==> src/rtl/cdc_pkg.sv <==
// cdc_pkg: shared FSM state encodings and event record sizing for sync_edge_filter
package cdc_pkg;
  typedef enum logic [1:0] {S_LOW, S_QUAL_HIGH, S_HIGH, S_QUAL_LOW} state_t;
  localparam int TS_WIDTH_DEF = 16;
  localparam int EVT_WIDTH_DEF = 1 + TS_WIDTH_DEF;
  function automatic int evt_width(int ts_w);
    return 1 + ts_w;
  endfunction
endpackage

==> src/rtl/evt_slot.sv <==
// evt_slot: one-entry valid/ready holding register with sticky drop detection
module evt_slot import cdc_pkg::*; #(
  parameter int W = EVT_WIDTH_DEF
) (
  input  logic         clk,
  input  logic         rst_n,
  input  logic         clr,
  input  logic         load,
  input  logic [W-1:0] din,
  input  logic         ready,
  output logic         valid,
  output logic [W-1:0] dout,
  output logic         overflow
);
  logic take;
  // a load is accepted when the slot is empty or is being drained on this edge
  assign take = load & (~valid | ready);
  always_ff @(posedge clk or negedge rst_n) begin
    if (!rst_n) begin
      valid    <= 1'b0;
      dout     <= '0;
      overflow <= 1'b0;
    end else begin
      if (take) begin
        valid <= 1'b1;
        dout  <= din;
      end else if (ready) begin
        valid <= 1'b0;
      end
      overflow <= clr ? 1'b0 : overflow | (load & valid & ~ready);
    end
  end
endmodule

==> src/rtl/sync_edge_filter.sv <==
// sync_edge_filter: glitch filter on a synchronized level with edge pulses,
// saturating edge counter and timestamped event records
module sync_edge_filter import cdc_pkg::*; #(
  parameter int FILTER_CYCLES = 4,
  parameter int CNT_WIDTH     = 8,
  parameter int TS_WIDTH      = TS_WIDTH_DEF
) (
  input  logic                 dst_clk,
  input  logic                 rst_n,
  input  logic                 sync_data,
  input  logic                 clr,
  output logic                 filt_data,
  output logic                 rise_pulse,
  output logic                 fall_pulse,
  output logic [CNT_WIDTH-1:0] edge_count,
  output logic                 evt_valid,
  input  logic                 evt_ready,
  output logic                 evt_rising,
  output logic [TS_WIDTH-1:0]  evt_time,
  output logic                 evt_overflow
);
  localparam int EW = evt_width(TS_WIDTH);
  localparam logic [7:0] FC = 8'(FILTER_CYCLES);
  state_t state;
  logic [7:0] qcnt;
  logic [TS_WIDTH-1:0] ts;
  logic [EW-1:0] rec;
  logic qual_done, rise_q, fall_q;
  assign qual_done = (qcnt + 8'd1) == FC;
  // qualifying edges are decoded combinationally so every consumer updates on the same edge
  assign rise_q = sync_data & ((state == S_LOW) ? (FC == 8'd1) : (state == S_QUAL_HIGH) & qual_done);
  assign fall_q = ~sync_data & ((state == S_HIGH) ? (FC == 8'd1) : (state == S_QUAL_LOW) & qual_done);
  always_ff @(posedge dst_clk or negedge rst_n) begin
    if (!rst_n) begin
      state      <= S_LOW;
      qcnt       <= '0;
      filt_data  <= 1'b0;
      rise_pulse <= 1'b0;
      fall_pulse <= 1'b0;
    end else begin
      rise_pulse <= rise_q;
      fall_pulse <= fall_q;
      if (rise_q) begin
        state     <= S_HIGH;
        qcnt      <= '0;
        filt_data <= 1'b1;
      end else if (fall_q) begin
        state     <= S_LOW;
        qcnt      <= '0;
        filt_data <= 1'b0;
      end else begin
        case (state)
          S_LOW:       if (sync_data) begin state <= S_QUAL_HIGH; qcnt <= 8'd1; end
          S_QUAL_HIGH: if (sync_data) qcnt <= qcnt + 8'd1; else begin state <= S_LOW; qcnt <= '0; end
          S_HIGH:      if (!sync_data) begin state <= S_QUAL_LOW; qcnt <= 8'd1; end
          S_QUAL_LOW:  if (!sync_data) qcnt <= qcnt + 8'd1; else begin state <= S_HIGH; qcnt <= '0; end
          default:     begin state <= S_LOW; qcnt <= '0; end
        endcase
      end
    end
  end
  always_ff @(posedge dst_clk or negedge rst_n) begin
    if (!rst_n) begin
      ts         <= '0;
      edge_count <= '0;
    end else begin
      ts         <= ts + 1'b1;
      edge_count <= clr ? '0 : edge_count + CNT_WIDTH'((rise_q | fall_q) & ~&edge_count);
    end
  end
  evt_slot #(.W(EW)) u_slot (
    .clk      (dst_clk),
    .rst_n    (rst_n),
    .clr      (clr),
    .load     (rise_q | fall_q),
    .din      ({rise_q, ts}),
    .ready    (evt_ready),
    .valid    (evt_valid),
    .dout     (rec),
    .overflow (evt_overflow)
  );
  assign {evt_rising, evt_time} = rec;
endmodule

==> config.mk <==
export PLATFORM = sky130hd
export DESIGN_NAME = sync_edge_filter
export DESIGN_NICKNAME = d
export VERILOG_FILES = /design/src/rtl/cdc_pkg.sv /design/src/rtl/evt_slot.sv /design/src/rtl/sync_edge_filter.sv
export SDC_FILE = /design/constraint.sdc
export NUM_CORES = 1
export LEC_CHECK = 0
export BUFFER_PORTS_ARGS = -buffer_cell sky130_fd_sc_hd__buf_4
export CAP_MARGIN = 0
export CORE_ASPECT_RATIO = 1.2
export CORE_MARGIN = 2
export CORE_UTILIZATION = 40
export DETAILED_ROUTE_END_ITERATION = 7
export GPL_TIMING_DRIVEN = 0
export PLACE_DENSITY = 0.68
export SYNTH_ARGS = -nofsm -noshare
export SYNTH_HDL_FRONTEND = slang
export SYNTH_HIERARCHICAL = 1
export SYNTH_SLANG_ARGS = --single-unit
==> constraint.sdc <==
create_clock -name dst_clk -period 2.1 [get_ports dst_clk]
set_input_delay 0.315 -clock dst_clk [delete_from_list [all_inputs] [get_ports dst_clk]]
set_output_delay 0.315 -clock dst_clk [all_outputs]
set_load 0.02 [all_outputs]
---- Word level (Yosys, flattened, before mapping) ----
Index checks and enable logic that the tools add are counted.
storage, ports and cells
  bits of input ports ..................... 5
  logic and storage cells ................. 65
  register bits after elaboration ......... 56
  output and inout port bits .............. 30
operators by class
  reduce and logical (&&, ||, !) cells .... 7
  $add $sub $neg .......................... 3
  equal/unequal tests ..................... 8
  bitwise logic cells ..................... 15
  muxes and demuxes ....................... 22
operators by type and width
  cell                     count
  $mux W8                  7
  $pmux W8 S4              1
  $add A16 B1 Y16 const B  1
  $ne A4 B4 Y1 const B     4
  $mux W2                  6
  $add A8 B1 Y8            1
  $add A8 B1 Y8 const B    1
  $and A1 B1 Y1            8
  $eq A8 B3 Y1 const B     1
  $pmux W2 S4              1
  $reduce_and A8 Y1        1
  $mux W1                  7
  $eq A2 B2 Y1 const B     2
  $or A1 B1 Y1             4
  $reduce_and A4 Y1        1
  $reduce_bool A2 Y1       2
  $not A1 Y1               3
  $eq A2 B1 Y1 const B     1
  $logic_not A2 Y1         1
  $reduce_and A2 Y1        1
  $logic_not A1 Y1         1

---- Longest topological paths before layout ----
Gate-level depths: netlist of run 1.
  word-level depth ........................ 10
  gate-level depth with buffers ........... 9
  gate-level depth less buffers ........... 9

---- Hierarchy ----
Netlist of run 1, hierarchy kept.
by module, submodules not included
  module            times used  area an instance (um2)  cells an instance  seq. area each (um2)
  sync_edge_filter  1           1694.1                  152                925.9
  evt_slot          1           770.7                   43                 475.5

---- Worst setup path after synthesis of run 1 ----
OpenSTA, ideal clock, no wires.
  path type ............................... register to register
  from .................................... reg qcnt[3]
  to ...................................... reg edge_count[5]
  path buffers ............................ 0
  required time ........................... 2.023 ns
  cell stages (with the launch flop) ...... 9
  data arrival time ....................... 2.021 ns
  library setup time ...................... 0.077 ns
  path slack .............................. 0.001 ns
  clock period less this slack ............ 2.099 ns
  cells stage by stage .................... dfrtp_1 > nor4_4 > nand3_1 > nor2_2 > o21a_1 > ha_1 > nand3_1 > or3_1 > a21oi_1
on the way
  longest elaborated chain between the ends .. 9
  elaborated cells between the ends (all ways) .. 12
  those cells by class .................... add/sub (2); eq/ne (1); mux (3); bitwise (6)
RTL lines
  element                           RTL line                                        RTL
  start, declared                   sync_edge_filter.sv:25                          logic [7:0] qcnt;
  start signal, assigned            sync_edge_filter.sv:36                          qcnt <= '0;
  start signal, assigned            sync_edge_filter.sv:45                          qcnt <= '0;
  start signal, assigned            sync_edge_filter.sv:49                          qcnt <= '0;
  $add A8 B1 Y8 (*)                 sync_edge_filter.sv:29                          assign qual_done = (qcnt + 8'd1) == FC;
  $eq A8 B3 Y1 (*)                  sync_edge_filter.sv:29
  $and A1 B1 Y1 (on tied branches)  sync_edge_filter.sv:31, sync_edge_filter.sv:32
  $mux W1 (on tied branches)        sync_edge_filter.sv:31, sync_edge_filter.sv:32
  $and A1 B1 Y1 (on tied branches)  sync_edge_filter.sv:31, sync_edge_filter.sv:32
  $or A1 B1 Y1 (*)                  sync_edge_filter.sv:68                          edge_count <= clr ? '0 : edge_count + CNT_WIDTH'((rise_q | fall_q) & ~&edge_count);
  $and A1 B1 Y1 (*)                 sync_edge_filter.sv:68
  $add A8 B1 Y8 (*)                 sync_edge_filter.sv:68
  $mux W8 (*)                       sync_edge_filter.sv:68
  end signal, assigned              sync_edge_filter.sv:68
  end, declared                     sync_edge_filter.sv:15                          output logic [CNT_WIDTH-1:0] edge_count,
Mark *: on every way between the ends. The rest lies on a longest branch, timed or not.
A chain may end at the register's enable or synchronous reset.

---- Worst setup path in the final report of run 1 ----
  from .................................... reg qcnt[3]
  to ...................................... reg edge_count[7]
Same word-level chain as after synthesis.

==> results of run 1 <==
==> per-stage QoR <==
stage / area [sq um] / instances
global placement: 2820 / 311
finish: 3070 / 326
floorplan: 2460 / 195
detailed placement: 2820 / 311
CTS: 3000 / 323
global route: 3070 / 326
==> kinds of logic after synthesis <==
logic type      count (synthesis)
mux                            17
xor+xnor                       25
fa+ha+maj                       4
buf+inv                         6
compound gates                 22
simple gates                   65
flops                          56
==> worst register-to-register path, stage by stage, from the launching register on <==
cell and delay [ns]:
dfrtp_2 0.45, nor4_4 0.33, nand3_2 0.15, nor2_4 0.14, o21a_1 0.16, ha_4 0.15, nand3_4 0.09, or3_4 0.35
a21oi_2 0.13
==> synthesized netlist by cell type, drive strengths merged <==
master	number	area, sq um
buf	1	20.0
and3	6	38.8
or2b	1	7.51
a211o	1	8.76
nand3	14	70.1
o21ai	6	30.0
xnor2	11	96.3
nand2	15	63.8
or3	2	12.5
dfrtp	56	1400
a31oi	2	12.5
nor4	1	21.3
and4	2	17.5
nor2	9	36.3
o21a	2	15.0
ha	4	50.1
clkbuf	1	3.75
nor2b	3	18.8
a21boi	1	7.51
and2	1	6.26
nor3b	1	7.51
nand4	7	65.1
nor3	2	15.0
a211oi	1	7.51
nand2b	1	13.8
a21oi	4	20.0
xor2	14	123
mux2	17	229
inv	4	15.0
o22ai	5	31.3
==> power breakdown <==
part           leakage [nW]  internal, mW  total [mW]  switching [mW]
clock                0.0645         0.421       0.769           0.348
sequential            0.745          1.18        1.30           0.115
combinational         0.666         0.276       0.601           0.325
==> final timing paths <==
check,from,to,cells after the start
max,qcnt[3],edge_count[7],8
min,rst_n,u_slot/dout[15],1
max reg2reg,qcnt[3],edge_count[7],8
min reg2reg,ts[0],ts[0],1
max in group asynchronous,rst_n,state[1],1
min in group dst_clk,sync_data,fall_pulse,2
==> state kept, by name, summed over array words and instances, names as in the netlist <==
signal and cells:
edge_count 8, fall_pulse 1, filt_data 1, qcnt 8, rise_pulse 1, state 2, ts 16, u_slot/dout 17
u_slot/overflow 1, u_slot/valid 1
==> metal layers <==
metal  wire (um)  track usage  share of wire  vias up
li1            -            -              -      779
met1        1920        0.195           0.43      831
met2        2340        0.235           0.52       25
met3         155       0.0325          0.035        7
met4          63       0.0439          0.014        0
met5           0            0              0        -
==> layout make-up <==
cell class | count | area, sq um | share of cell area
timing repair buffer | 41 | 308 | 0.100
buffer | 2 | 23.8 | 0.00774
sequential | 56 | 1400 | 0.457
clock buffer | 7 | 96.3 | 0.0314
clock inverter | 1 | 30.0 | 0.00978
inverter | 4 | 15.0 | 0.00489
multi-input combinational | 133 | 1090 | 0.356
tap | 82 | 103 | 0.0334
==> repair_timing <==
item | CTS | global route
resized for setup | 4 | 12
setup endpoints to repair | 7 | 4
setup buffers | 4 | 3
endpoints found under the hold margin | 0 | 0
pin swaps | 3 | 5
==> qor.txt, run 1 <==
Leading cell type in the layout, fill and taps excluded: dfrtp_1
Crit path cell chain: nor4_4 > nand3_2 > nor2_4 > o21a_1 > ha_4 > nand3_4 > or3_4 > a21oi_2
Setup crit end kind: register
CTS Root Cell: clkbuf_8
Worst Skew: 0.00370 ns
P per Cell Area: 869 mW/mm^2
DRC: 0
Tightest Pin Transition: 0.736 ns
Vias in the first global route: 1680
Worst min path class: primary input to async pin
First-pass GRT wire length: 7770 um
Area Overhead vs Synth: 24.6%
Gr usage total: 0.146
Nets: 252
Die span in y: 90.0 um
CTS tree: done
Commonest cells after routing, fill and taps aside: 54 x dfrtp_1, 41 x buf_4, 13 x nand2_1, 13 x xor2_1, 12 x nand3_1
Layout cells sized above 1: 0.361
Clock transition at path regs: 0.10 ns
Leakage power: 1.48 nW
Hold_ws: 0.0362 ns
Arr. time, crit path: 2.26 ns
Top delay family on crit path: simple AND/OR/NAND/NOR gates
Full die area: 0.00681 sq mm
Kind of critical path: register to register
Worst EP required: 2.34 ns
Dpl hpwl: 3000 um
GPL Wtd Cong: 0.807
Final Cycle Share: 0.959
Core ar.: 0.00601 sq mm
CTS max path bufs: 2
Adder-cell share of the synthesized area: 0.0203
Ant diodes: 0
XOR/XNOR Fraction of Synth Area: 0.0888
Hold-fix buffers at CTS: 0
Fill cells: 535
Distinct cell type count of the synthesized netlist: 37
Post-layout total power: 2.67 mW
Setup WS pre-CTS: -0.256 ns
CTS HTree Levels: 2
RSZ-0062 raised after global routing: yes
Via/cell ratio: 5.04
Port bufs: 34
Setup violations, final: 0
IO Count: 35
Status: finished clean
First-pass iteration count of the detailed router: 4
Reg-to-reg slack, setup: 0.09 ns
TNS Setup: 0 ns
Buf/Inv on CP: 0
Synth Area in Simple Gates: 0.160
Synth Cell Area: 0.00246 sq mm
CTS Buf Count: 5
Final Core Density: 0.511
Ys Warns: 6
CP Launch Type: register
Max-Cap Viols: 0
Max incr delay on CP: 0.45 ns
Wire per inst: 13.7 um
Antenna viol nets, final: 0
Final Hold Fails: 0
Relative slew slack: 0.506
Mux contribution to synthesized area: 0.0929
Drt total wl: 4480 um
Max Slew Vio Count: 0
Post-synth net total: 204
Effective utilization at floorplan: 0.410
Peak VDD IR: 0.423 mV
Register area share after synthesis: 0.569
Die X: 75.7 um
Synth Area in Compound Gates: 0.0538
CP Max Fanout: 5
Fin worst setup slack: 0.0863 ns
Flops & latches, synth: 56
Pin count of the biggest net entering global routing: 57
Fmax: 0.497 GHz
Initial antenna violation count: 0
Initial DRC Count: 36
Final min period: 2.01 ns
Clock Latency Late Sink: 0.31 ns
Largest family of logic cells by synthesized area: simple AND/OR/NAND/NOR gates
Std-Cell Rows: 31
Syn Area/Cell: 12.6 sq um
Total grt overflow: 0
Routed via count: 1642
Critical path's slowest cell: dfrtp_2
Post-synthesis cell count: 195
Clock Sinks: 56
Note: power is estimated with default switching activity, not from simulation.
==> run 2, diff against run 1 <==
Settings changed: ABC_CLOCK_PERIOD_IN_PS set to 2100, MAX_ROUTING_LAYER set to met4, SKIP_CTS_REPAIR_TIMING set to 1.
==> qor.txt, run 2 (synthesized netlist as in run 1, its figures left out) <==
Drt total wl: 4460 um
Peak VDD IR: 0.420 mV
Clk pwr share: 0.288
Setup crit end kind: register
GPL Wtd Cong: 0.819
Switching power: 0.774 mW
Combinational share of power: 0.223
Kind of critical path: register to register
Leakage power: 1.47 nW
Worst EP required: 2.34 ns
Wire per inst: 13.7 um
Max-Cap Viols: 0
CTS max path bufs: 2
Effective utilization at floorplan: 0.410
CP Max Fanout: 5
Reg-to-reg slack, setup: 0.06 ns
DRC: 0
Full die area: 0.00681 sq mm
Vias in the first global route: 1649
Clock Sinks: 56
Port bufs: 34
CTS Buf Count: 5
Setup violations, final: 0
Setup WS pre-CTS: -0.256 ns
Cell internal pwr: 1.87 mW
Fill cells: 538
Fin worst setup slack: 0.0625 ns
Most flops, register: u_slot/dout
First-pass iteration count of the detailed router: 4
Final Cycle Share: 0.970
Arr. time, crit path: 2.28 ns
Total grt overflow: 0
CTS HTree Levels: 2
Initial DRC Count: 51
TNS Setup: 0 ns
Post-route cell area: 0.00306 sq mm
Placed inst area: 0.00282 sq mm
Biggest regs: u_slot/dout: 17 flops, ts: 16 flops
Fmax: 0.491 GHz
Core ar.: 0.00601 sq mm
Dpl hpwl: 3000 um
Clock transition at path regs: 0.09 ns
First-pass GRT wire length: 7670 um
CP Launch Type: register
IO Count: 35
Clock Latency Late Sink: 0.31 ns
Final Hold Fails: 0
Switch share: 0.292
Routed via count: 1639
RSZ-0062 raised after global routing: yes
Commonest cells after routing, fill and taps aside: 54 x dfrtp_1, 40 x buf_4, 14 x nand2_1
RR Endpoint: edge_count[7]
Worst Skew: 0.00396 ns
CTS Root Cell: clkbuf_8
Tightest Pin Transition: 0.743 ns
CTS tree: done
Nets: 251
Number of flip-flops in the largest register: 17
Initial antenna violation count: 0
Max Slew Vio Count: 0
Antenna viol nets, final: 0
Ant diodes: 0
Leading cell type in the layout, fill and taps excluded: dfrtp_1
Reg2Reg Launch Point: qcnt[7]
Final Core Density: 0.509
Die X: 75.7 um
Worst min path class: primary input to async pin
Std-Cell Rows: 31
Pin count of the biggest net entering global routing: 57
Final min period: 2.04 ns
P per Cell Area: 865 mW/mm^2
Area Overhead vs Synth: 24.2%
Via/cell ratio: 5.04
Gr usage total: 0.147
Layout cells sized above 1: 0.354
Power share of the sequential group: 0.489
Cells on worst reg2reg path: 8
Die span in y: 90.0 um
Status: finished clean
Relative slew slack: 0.501
==> run 2: changes by cell type in the layout (fill, tap and decap cells not counted), sizes merged <==
cell  before  now
buf       42   41
==> run 2: layer usage <==
metal | global-route usage | routed length (um) | up-vias
li1 | - | - | 779
met1 | 0.192 | 1890 | 829
met2 | 0.230 | 2380 | 23
met3 | 0.0303 | 125 | 8
met4 | 0.0439 | 63 | 0
met5 | - | 0 | -
==> run 2: layout make-up <==
class / count / area (sq um) / area share
sequential: 56 / 1400 / 0.459
clock inverter: 1 / 30.0 / 0.00981
buffer: 2 / 23.8 / 0.00776
inverter: 4 / 15.0 / 0.00490
timing repair buffer: 40 / 300 / 0.0981
clock buffer: 7 / 96.3 / 0.0315
tap: 82 / 103 / 0.0335
multi-input combinational: 133 / 1090 / 0.356
==> run 2: worst max-delay path by stage <==
stage,from,depth (start not counted),to
final,qcnt[7],8,edge_count[7]
after floorplan,qcnt[3],8,edge_count[5]
after CTS,qcnt[3],8,edge_count[7]
after detailed placement,qcnt[3],8,edge_count[5]
after global placement,qcnt[3],8,edge_count[7]
after global routing,qcnt[7],8,edge_count[7]
==> run 2: power by group through the flow <==
stage	registers (mW)	logic, mW	clock network [mW]
after global routing	1.31	0.656	0.828
after CTS	1.29	0.569	0.791
final	1.30	0.591	0.762
after detailed placement	1.31	0.569	0
after floorplan	1.36	0.312	0
after global placement	1.31	0.558	0
==> run 2: worst max-delay path, stage by stage (launching register included) <==
cell     delay, ns
dfrtp_2       0.45
nor4_4        0.33
nand3_2       0.17
nor2_4        0.13
o21a_1        0.16
ha_4          0.15
nand3_4       0.09
or3_4         0.35
a21oi_2       0.14
==> run 2: through the flow <==
stage,hold WS (ns),cells,total power [mW]
2_1_floorplan,0.0194,195,1.67
3_3_place_gp,0.415,311,1.87
3_5_place_dp,0.412,311,1.88
4_1_cts,0.0697,319,2.65
5_1_grt,0.103,325,2.80
6_report,0.0403,325,2.65
==> run 3, diff against run 2 <==
Settings changed: PLACE_DENSITY 0.68 to 0.66.
==> qor.txt, run 3 (synthesized netlist as in run 1, its figures left out) <==
Wire per inst: 13.4 um
Initial DRC Count: 53
Ant diodes: 0
First-pass GRT wire length: 7210 um
CTS Buf Count: 5
Clock transition at path regs: 0.10 ns
Core ar.: 0.00601 sq mm
Max-Cap Viols: 0
Antenna viol nets, final: 0
Kind of critical path: register to register
Leakage power: 1.44 nW
Max Slew Vio Count: 0
Full die area: 0.00681 sq mm
Worst EP required: 2.34 ns
Worst min path class: primary input to async pin
Fmax: 0.492 GHz
Std-Cell Rows: 31
Vias in the first global route: 1541
Commonest cells after routing, fill and taps aside: 54 x dfrtp_1, 37 x buf_4, 14 x nand2_1
CP Launch Type: register
Pin count of the biggest net entering global routing: 57
Port bufs: 34
CTS tree: done
Dpl hpwl: 2900 um
Initial antenna violation count: 0
Final Hold Fails: 0
Setup crit end kind: register
Fin worst setup slack: 0.0681 ns
RSZ-0062 raised after global routing: yes
Biggest regs: u_slot/dout: 17 flops, ts: 16 flops
Peak VDD IR: 0.542 mV
Fill cells: 530
CTS HTree Levels: 2
GPL Wtd Cong: 0.858
Total grt overflow: 0
Die X: 75.7 um
Drt total wl: 4310 um
DRC: 0
Post-layout total power: 2.50 mW
CTS Root Cell: clkbuf_8
CP Max Fanout: 5
Worst Skew: 0.0106 ns
Crit. Startpoint: qcnt[7]
P per Cell Area: 833 mW/mm^2
Nets: 248
Arr. time, crit path: 2.27 ns
CTS max path bufs: 2
Clock Latency Late Sink: 0.30 ns
Routed via count: 1570
Reg2Reg Launch Point: qcnt[7]
Area Overhead vs Synth: 21.9%
Via/cell ratio: 4.89
Status: finished clean
Most flops, register: u_slot/dout
Relative slew slack: 0.505
Number of flip-flops in the largest register: 17
First-pass iteration count of the detailed router: 4
Final min period: 2.03 ns
Hold_ws: 0.0545 ns
IO Count: 35
Die span in y: 90.0 um
Gr usage total: 0.140
Tightest Pin Transition: 0.737 ns
Area occupied by registers: 0.00140 sq mm
Leading cell type in the layout, fill and taps excluded: dfrtp_1
Layout cells sized above 1: 0.339
Multi-input logic area: 0.00108 sq mm
Effective utilization at floorplan: 0.410
Setup violations, final: 0
Setup WS pre-CTS: -0.277 ns
Clock Sinks: 56
Final Cycle Share: 0.968
## run 3: cell count changes in the layout (fill, tap and decap cells not counted), sizes merged
cell	before	now
bufinv	1	0
buf	41	38
## run 3: critical path: stages (launching register included)
cell and delay, ns:
dfrtp_2 0.45, nor4_4 0.33, nand3_2 0.18, nor2_4 0.14, o21a_1 0.17, ha_4 0.15
nand3_4 0.09, or3_4 0.34, a21oi_2 0.12
## run 3: layer usage
| metal | up-vias | track usage | wire, um |
|---|---|---|---|
| met1 | 771 | 0.182 | 1920 |
| met3 | 7 | 0.0370 | 136 |
| met5 | - | - | 0 |
| li1 | 764 | - | - |
| met4 | 0 | 0.0380 | 51 |
| met2 | 28 | 0.214 | 2200 |
## run 3: cell type report
class                   count  area share
flip-flops and latches     56       0.467
multi-input cells         133       0.361
inverters                   4     0.00500
plain buffers               2     0.00791
clock buffers               7      0.0321
well taps                  82      0.0342
repair buffers             37      0.0925
## run 3: report_power, final
part           switching, mW  internal [mW]
Combinational          0.318          0.263
Clock                  0.329          0.295
Sequential             0.115           1.18
## run 3: final timing paths
kind                                 endpoint  slack (ns)  depth (start not counted)
worst max-delay path            edge_count[5]        0.07                          8
worst min-delay path            edge_count[0]        0.05                          1
worst max register to register  edge_count[5]        0.07                          8
worst min register to register          ts[0]        0.47                          1
max in group asynchronous            state[1]        1.57                          1
min in group dst_clk               fall_pulse        0.21                          2
## run 3: through the flow
step / setup TNS (ns) / instances / utilization / area, sq um
final: 0 / 321 / 0.500 / 3000
after global routing: -0.105 / 321 / 0.500 / 3000
after CTS: -1.02 / 318 / 0.486 / 2920
after detailed placement: -0.930 / 311 / 0.470 / 2820
after global placement: -0.769 / 311 / 0.470 / 2820
after floorplan: 0 / 195 / - / 2460
